$ cat config.mk
export PLATFORM = sky130hd
export DESIGN_NAME = jtframe_hps_player_flat
export DESIGN_NICKNAME = d
export VERILOG_FILES = /design/src/rtl/jtframe_hps_pkg.sv /design/src/rtl/jtframe_hps_player_if.sv /design/src/rtl/jtframe_hps_player.sv /design/src/flat_wrapper.sv
export SDC_FILE = /design/constraint.sdc
export NUM_CORES = 1
export LEC_CHECK = 0
export BUFFER_PORTS_ARGS = -buffer_cell sky130_fd_sc_hd__buf_2
export CORE_MARGIN = 2
export CORE_UTILIZATION = 37
export CTS_BUF_LIST = sky130_fd_sc_hd__clkbuf_16
export CTS_CLUSTER_DIAMETER = 30
export DETAILED_ROUTE_END_ITERATION = 6
export MAX_ROUTING_LAYER = met4
export SLEW_MARGIN = 20
export SYNTH_ARGS = -nofsm -noshare
export SYNTH_HDL_FRONTEND = slang
export SYNTH_SLANG_ARGS = --single-unit
$ cat constraint.sdc
create_clock -name clk_sys -period 3.6 [get_ports clk_sys]
set_input_delay 0.18 -clock clk_sys [delete_from_list [all_inputs] [get_ports clk_sys]]
set_output_delay 0.18 -clock clk_sys [all_outputs]
set_load 0.05 [all_outputs]
$ cat src/rtl/jtframe_hps_pkg.sv
// Shared types and width helpers for the HPS download player.
package jtframe_hps_pkg;

    typedef enum logic [2:0] {
        StIdle,
        StLoad,
        StCapture,
        StStrobe,
        StGap,
        StFinish
    } state_e;

    function automatic int unsigned hps_dw(input int unsigned wide);
        return (wide != 0) ? 16 : 8;
    endfunction

    function automatic int unsigned hps_step(input int unsigned wide);
        return (wide != 0) ? 2 : 1;
    endfunction

endpackage

$ cat src/rtl/jtframe_hps_player_if.sv
// ioctl download bus between the player (master) and the consuming core (slave).
interface jtframe_hps_player_if #(
    parameter int unsigned DW = 8
) ();
    logic          ioctl_download;
    logic [7:0]    ioctl_index;
    logic          ioctl_wr;
    logic [24:0]   ioctl_addr;
    logic [DW-1:0] ioctl_dout;
    logic          ioctl_wait;

    modport master (
        output ioctl_download, ioctl_index, ioctl_wr, ioctl_addr, ioctl_dout,
        input  ioctl_wait
    );

    modport slave (
        input  ioctl_download, ioctl_index, ioctl_wr, ioctl_addr, ioctl_dout,
        output ioctl_wait
    );
endinterface

$ cat src/rtl/jtframe_hps_player.sv
// Replays a ROM image onto the ioctl download bus, one write per LOAD/CAPTURE/STROBE pass,
// with an optional idle gap after each strobe and a software-visible status register.
module jtframe_hps_player
    import jtframe_hps_pkg::*;
#(
    parameter int unsigned WIDE        = 0,
    parameter int unsigned WR_GAP      = 2,
    parameter logic [31:0] STATUS_INIT = 32'd0,
    localparam int unsigned DW         = hps_dw(WIDE)
) (
    input  logic                 clk_sys,
    input  logic                 rst_n,
    input  logic                 start,
    input  logic                 abort,
    input  logic [24:0]          len,
    input  logic [7:0]           index,
    output logic [24:0]          src_addr,
    input  logic [DW-1:0]        src_data,
    jtframe_hps_player_if.master ioctl,
    output logic                 done,
    input  logic [31:0]          status_in,
    input  logic                 status_set,
    output logic [31:0]          status
);

    localparam int unsigned STEP = hps_step(WIDE);
    localparam int unsigned GW   = (WR_GAP > 1) ? $clog2(WR_GAP) : 1;

    state_e        state_q, state_d;
    // One extra bit so addr+STEP past a 2^25-1 length cannot wrap.
    logic [25:0]   addr_q, addr_d;
    logic [24:0]   len_q, len_d;
    logic [7:0]    index_q, index_d;
    logic [DW-1:0] dout_q, dout_d;
    logic [24:0]   waddr_q, waddr_d;
    logic [GW-1:0] gap_q, gap_d;
    logic [31:0]   status_q, status_d;
    logic          wr;

    always_comb begin
        state_d  = state_q;
        addr_d   = addr_q;
        len_d    = len_q;
        index_d  = index_q;
        dout_d   = dout_q;
        waddr_d  = waddr_q;
        gap_d    = gap_q;
        status_d = status_set ? status_in : status_q;
        wr       = 1'b0;

        unique case (state_q)
            StIdle: begin
                if (start) begin
                    if (len != 25'd0) begin
                        len_d   = len;
                        index_d = index;
                        addr_d  = '0;
                        state_d = StLoad;
                    end else begin
                        state_d = StFinish;
                    end
                end
            end
            StLoad:    state_d = StCapture;
            StCapture: begin
                dout_d  = src_data;
                waddr_d = addr_q[24:0];
                state_d = StStrobe;
            end
            StStrobe: begin
                if (!ioctl.ioctl_wait) begin
                    wr     = 1'b1;
                    addr_d = addr_q + 26'(STEP);
                    gap_d  = '0;
                    if (WR_GAP != 0) begin
                        state_d = StGap;
                    end else begin
                        state_d = (addr_d >= {1'b0, len_q}) ? StFinish : StLoad;
                    end
                end
            end
            StGap: begin
                if (gap_q == GW'(WR_GAP - 1)) begin
                    state_d = (addr_q >= {1'b0, len_q}) ? StFinish : StLoad;
                end else begin
                    gap_d = gap_q + GW'(1);
                end
            end
            StFinish:  state_d = StIdle;
            default:   state_d = StIdle;
        endcase

        // Abort wins over a strobe in the same cycle.
        if (abort && (state_q != StIdle)) begin
            state_d = StIdle;
            wr      = 1'b0;
        end
    end

    always_ff @(posedge clk_sys or negedge rst_n) begin
        if (!rst_n) begin
            state_q  <= StIdle;
            addr_q   <= '0;
            len_q    <= '0;
            index_q  <= '0;
            dout_q   <= '0;
            waddr_q  <= '0;
            gap_q    <= '0;
            status_q <= STATUS_INIT;
        end else begin
            state_q  <= state_d;
            addr_q   <= addr_d;
            len_q    <= len_d;
            index_q  <= index_d;
            dout_q   <= dout_d;
            waddr_q  <= waddr_d;
            gap_q    <= gap_d;
            status_q <= status_d;
        end
    end

    assign src_addr             = addr_q[24:0];
    assign ioctl.ioctl_download = (state_q == StLoad) || (state_q == StCapture) ||
                                  (state_q == StStrobe) || (state_q == StGap);
    assign ioctl.ioctl_index    = index_q;
    assign ioctl.ioctl_wr       = wr;
    assign ioctl.ioctl_addr     = waddr_q;
    assign ioctl.ioctl_dout     = dout_q;
    assign done                 = (state_q == StFinish) && !abort;
    assign status               = status_q;

endmodule

$ cat src/flat_wrapper.sv
// flat-port wrapper written by rule: the top's interface ports become plain ports
module jtframe_hps_player_flat import jtframe_hps_pkg::*;
#(
    parameter int unsigned WIDE        = 0,
    parameter int unsigned WR_GAP      = 2,
    parameter logic [31:0] STATUS_INIT = 32'd0,
    localparam int unsigned DW         = hps_dw(WIDE)
)
  (clk_sys, rst_n, start, abort, len, index, src_addr, src_data, done, status_in, status_set, status, ioctl_ioctl_download, ioctl_ioctl_index, ioctl_ioctl_wr, ioctl_ioctl_addr, ioctl_ioctl_dout, ioctl_ioctl_wait);
  jtframe_hps_player_if #(.DW(8)) ioctl_i ();
  input  logic clk_sys;
  input  logic rst_n;
  input  logic start;
  input  logic abort;
  input  logic [24:0] len;
  input  logic [7:0] index;
  output logic [24:0] src_addr;
  input  logic [DW-1:0] src_data;
  output logic done;
  input  logic [31:0] status_in;
  input  logic status_set;
  output logic [31:0] status;
  output wire logic [$bits(ioctl_i.ioctl_download)-1:0] ioctl_ioctl_download;
  output wire logic [$bits(ioctl_i.ioctl_index)-1:0] ioctl_ioctl_index;
  output wire logic [$bits(ioctl_i.ioctl_wr)-1:0] ioctl_ioctl_wr;
  output wire logic [$bits(ioctl_i.ioctl_addr)-1:0] ioctl_ioctl_addr;
  output wire logic [$bits(ioctl_i.ioctl_dout)-1:0] ioctl_ioctl_dout;
  input wire logic [$bits(ioctl_i.ioctl_wait)-1:0] ioctl_ioctl_wait;
  assign ioctl_ioctl_download = ioctl_i.ioctl_download;
  assign ioctl_ioctl_index = ioctl_i.ioctl_index;
  assign ioctl_ioctl_wr = ioctl_i.ioctl_wr;
  assign ioctl_ioctl_addr = ioctl_i.ioctl_addr;
  assign ioctl_ioctl_dout = ioctl_i.ioctl_dout;
  assign ioctl_i.ioctl_wait = ioctl_ioctl_wait;
  jtframe_hps_player #(.WIDE(WIDE), .WR_GAP(WR_GAP), .STATUS_INIT(STATUS_INIT)) u_core (.clk_sys(clk_sys), .rst_n(rst_n), .start(start), .abort(abort), .len(len), .index(index), .src_addr(src_addr), .src_data(src_data), .ioctl(ioctl_i), .done(done), .status_in(status_in), .status_set(status_set), .status(status));
endmodule
## Word-level counts from Yosys, hierarchy flattened

Index checks and enable logic that the tools add are counted.

| operators by class | value |
|---|---|
| $add $sub $neg | 2 |
| $lt $le $gt $ge | 1 |
| equality and inequality tests | 11 |
| muxes and demuxes | 17 |
| reductions and logical operators | 15 |

Operator list:

| operator | count |
|---|---|
| two-way mux 26 bit | 3 |
| case mux 26 bit (2 select lines) | 1 |
| adder 26 x 1 -> 26 bit (second input constant) | 1 |
| >= comparator 26 x 25 -> 1 bit | 1 |
| nonzero test 25 bit | 1 |
| two-way mux 3 bit | 6 |
| case mux 3 bit (5 select lines) | 1 |
| equality test 3 x 2 -> 1 bit (second input constant) | 2 |
| equality test 3 bit (second input constant) | 2 |
| inequality test 3 x 2 -> 1 bit (second input constant) | 2 |
| AND reduction 3 bit | 2 |
| two-way mux 1 bit | 5 |
| inequality test 2 bit (second input constant) | 2 |
| AND reduction 4 bit | 1 |
| nonzero test 2 bit | 2 |
| equality test 3 x 1 -> 1 bit (second input constant) | 1 |
| zero test 3 bit | 1 |
| logical OR 1 bit | 3 |
| inequality test 3 x 1 -> 1 bit (second input constant) | 1 |
| nonzero test 3 bit | 1 |
| logical AND 1 bit | 2 |
| inequality test 2 x 1 -> 1 bit (second input constant) | 1 |
| case mux 1 bit (2 select lines) | 1 |
| AND reduction 2 bit | 1 |
| 2 further kinds | 2 |

| word-level totals | value |
|---|---|
| flip-flop bits (word level) | 128 |
| input bits | 79 |
| output and inout port bits | 101 |
| logic and storage cells | 54 |

## Longest topological paths before layout

| depth | value |
|---|---|
| word-level depth | 5 |
| mapped depth | 8 |
| gate-level depth less buffers | 7 |

## Worst setup path after synthesis

OpenSTA, ideal clock, no wires.

| path | value |
|---|---|
| kind | reg-to-output |
| start | reg u_core.state_q[0] |
| end | out ioctl_ioctl_wr |
| arrival | 1738 ps |
| data required time | 3420 ps |
| setup slack | 1682 ps |
| cell stages (with the launch flop) | 5 |
| path buffers | 2 |
| cells stage by stage | dfrtp_1 buf_4 and4bb_4 clkbuf_1 nor2b_1 |

| on the way | value |
|---|---|
| cells in the longest elaborated chain, start to end | 3 |
| elaborated cells between the ends (all ways) | 5 |
| classes of those cells | eq/ne (1); mux (2); reduce/logical (2) |

RTL lines:

| element | RTL line | source |
|---|---|---|
| from (decl) | jtframe_hps_player.sv:29 | `state_e state_q, state_d;` |
| from (signal assigned) | jtframe_hps_player.sv:102 | `state_q <= StIdle;` |
| from (signal assigned) | jtframe_hps_player.sv:111 | `state_q <= state_d;` |
| equality test 3 x 2 -> 1 bit / nonzero test 3 bit (equally long branches) | jtframe_hps_player.sv:51, jtframe_hps_player.sv:94 |  |
| two-way mux 1 bit / logical AND 1 bit (equally long branches) | jtframe_hps_player.sv:51, jtframe_hps_player.sv:94 |  |
| two-way mux 1 bit (*) | jtframe_hps_player.sv:94 | `if (abort && (state_q != StIdle)) begin` |
| to (decl) | flat_wrapper.sv:25 | `output wire logic [$bits(ioctl_i.ioctl_wr)-1:0] ioctl_ioctl_wr;` |

Mark *: on every way between the ends. The rest lies on a longest branch, timed or not.

## Worst setup path after layout

| path | value |
|---|---|
| start | reg u_core.state_q[0] |
| end | reg u_core.index_q[4] (netlist: u_core.ioctl.ioctl_index[4]) |

| on the way | value |
|---|---|
| cells in the longest elaborated chain, start to end | 2 |

RTL lines:

| element | RTL line | source |
|---|---|---|
| zero test 3 bit | jtframe_hps_player.sv:51 | `unique case (state_q)` |
| AND reduction 3 bit (no line) | -- |  |
| to (signal assigned) | jtframe_hps_player.sv:114 | `index_q <= index_d;` |
| to (decl) | jtframe_hps_player.sv:33 | `logic [7:0] index_q, index_d;` |

Every way passes these cells.
A chain may end at the register's enable or synchronous reset.

==> results.cfg <==
[pwr]
ir_worst_vdd_mv = 0.432
power_leakage_nw = 4.14
power_density_mw_per_mm2 = 645
p_total_mw = 5.35

[layout]
fill_cells = 1383
finalNonFillerCells = 978
fin_area_mm2 = 0.00829
layout.cells.most_common = buf_2
areaGrowthSynthToFinish_pct = 37.3
layout-drive-gt1-share_pct = 39.0
layout_common_cells = 178 x buf_2, 128 x dfrtp_1, 75 x mux2_2
nets = 853

[setup_path]
worstReg2RegStart = u_core.state_q[0]
arrival_ns = 3.10
critPathLaunchType = flip-flop
startpoint = u_core.state_q[0]
cp-end-kind = flip-flop
worstPathMaxFanout = 45
required_ns = 3.90
critical_path_class = reg -> reg

[global_routing]
grt_busiest_layer = met2
grt_overflow_total = 0
antenna_found_initial = 1
use_met2_pct = 32.3
met3_usage_pct = 4.42
grt_pass1_vias = 4899
grt_use_total_pct = 18.7
grt_max_degree = 108
met1_usage_pct = 21.2
grt_pass1_wl_um = 24900

[min_path]
hp-start = len[13]
hold_path.class = in -> reg

[placement]
dp_hpwl_um = 10500
post_dp_cell_area_mm2 = 0.00697
place.gp.congestion = 0.818
io_buffers = 179
dp.cells = 873

[sta]
period_share_pct = 77.8
setup_tns_ns = 0
final-max-slew-violation-count = 0
hold_viol_final = 0
worstMarginPinSlew_ns = 0.970
fmax_ghz = 0.357
min_period_ns = 2.80
maxSlewHeadroom_pct = 35.4
setup_violations = 0
rsz0062_at_grt = false
skew_ns = 0.00652

[routing]
vias = 4737
ant_nets = 0
wirelength_um = 15500
detail_route.wl_per_cell_um = 15.8
viasPerCell = 4.84
drc = 0
drtIter0Drc = 331
first_pass_iters = 5

[clock_tree]
numClockSinks = 128
cts_buffers = 17
clk_pin_slew_ns = 0.06
cts_tree = built
post_cts_buffers = 0
clk_path_buf_depth = 2
hold_buffers = 72
cts_resized = 0
clk_latency_ns = 0.42
cts.root.buffer_cell = clkbuf_16
h-tree-depth = 4

[die]
fp.dieH_um = 132
io_pins = 180
floorplan.initialDensity_pct = 37.9
die_width_um = 132
core_mm2 = 0.0159
die_area_mm2 = 0.0174
rows = 46

[logic_synthesis]
synth_top_cell_by_area = dfrtp_1
ys_types = 45
syn_nets = 624
post_synth.cell_area_avg_um2 = 11.6
synthFlopType = dfrtp_1
ys_top_cells_by_area = dfrtp_1 53%, mux2_2 14%, ha_1 5.4%
yosys_warnings = 0
yosysSeqAreaShare_pct = 53.1
synthArstFlopShare_pct = 100
synthCells = 519
netlist_area_mm2 = 0.00604
synth.top_cell.area_share_pct = 53.1
synth_seq_cells = 128
synth_edf_count = 0

[status]
outcome = completed

[job]
cap_violations = 0
## layer usage
layer  wire length [um]  share of wire, %  vias to the layer above
li1                   -                 -                     2239
met1               6430                42                     2328
met2               8060                52                      145
met3                673               4.4                       25
met4                297               1.9                        0
met5                  0                 0                        -
## metrics by stage
| stage | hold WS (ns) | setup WS, ns | utilization (%) |
|---|---|---|---|
| final | 0.0112 | 0.798 | 52.0 |
| after global routing | 0.0234 | 0.609 | 52.0 |
| after CTS | 0.00172 | 0.833 | 52.0 |
| after detailed placement | 0.388 | 0.841 | 43.7 |
| after global placement | 0.366 | 0.959 | 43.7 |
| after floorplan | -0.116 | 1.68 | - |
## cell usage after synthesis, types with 2 or more instances
library cell  number
nor4_1             6
or4_1              2
and2_1             2
o21ai_0           30
ha_1              26
nand4_4            2
nor3_1             4
o31ai_1            2
nor2b_1            2
and3_1             6
nand2_1           40
nand3_1            9
buf_1              3
buf_4             27
clkbuf_1           4
nand2b_1           2
xnor2_1            5
o21a_1             3
nand4_1           13
a31oi_1            2
nor2_1            33
mux2_2            75
and4_1             5
or3_1              3
buf_2             11
dfrtp_1          128
inv_1             27
a21oi_1           15
xor2_1            16
## kinds of logic after synthesis
family,synth area share (%)
flops,53.1
buf+inv,6.38
xor+xnor,3.05
simple gates,12.4
compound gates,5.78
mux,14.0
fa+ha+maj,5.39
## state kept, by name, summed over array words and instances (netlist names)
name	count
u_core.ioctl.ioctl_dout	8
u_core.status	32
u_core.len_q	25
u_core.state_q	3
u_core.ioctl.ioctl_index	8
u_core.ioctl.ioctl_addr	25
u_core.gap_q	1
u_core.addr_q	26
## where the power goes
part	leakage (nW)	total [mW]	internal [mW]	switching (mW)
registers	1.63	1.89	1.74	0.154
logic	2.23	1.74	0.573	1.16
clock network	0.280	1.72	1.08	0.641
## final cells by class
class	count	area, um2	share of cell area [%]
flip-flops and latches	128	3200	38.6
multi-input cells	319	2470	29.7
repair buffers	255	1650	19.9
clock buffers	17	425	5.13
clock inverters	15	170	2.05
diodes	1	2.50	0.0302
inverters	27	101	1.22
well taps	216	270	3.26
## critical path, stage by stage (launching register included)
cell,delay (ns)
dfrtp_1,0.50
nor2_1,0.36
nand3b_1,0.18
a21oi_4,0.69
buf_4,0.54
mux2_2,0.39
## path summary, 6_finish.rpt
kind | end | slack, ns | cells after the start
worst max-delay path | u_core.ioctl.ioctl_index[4] | 0.80 | 5
worst min-delay path | u_core.len_q[13] | 0.01 | 3
worst max register to register | u_core.ioctl.ioctl_index[4] | 0.80 | 5
worst min register to register | u_core.ioctl.ioctl_addr[21] | 0.50 | 1
max in group asynchronous | u_core.len_q[13] | 2.29 | 3
min in group asynchronous | u_core.status[5] | 0.45 | 2
(Power assumes the default switching activity.)
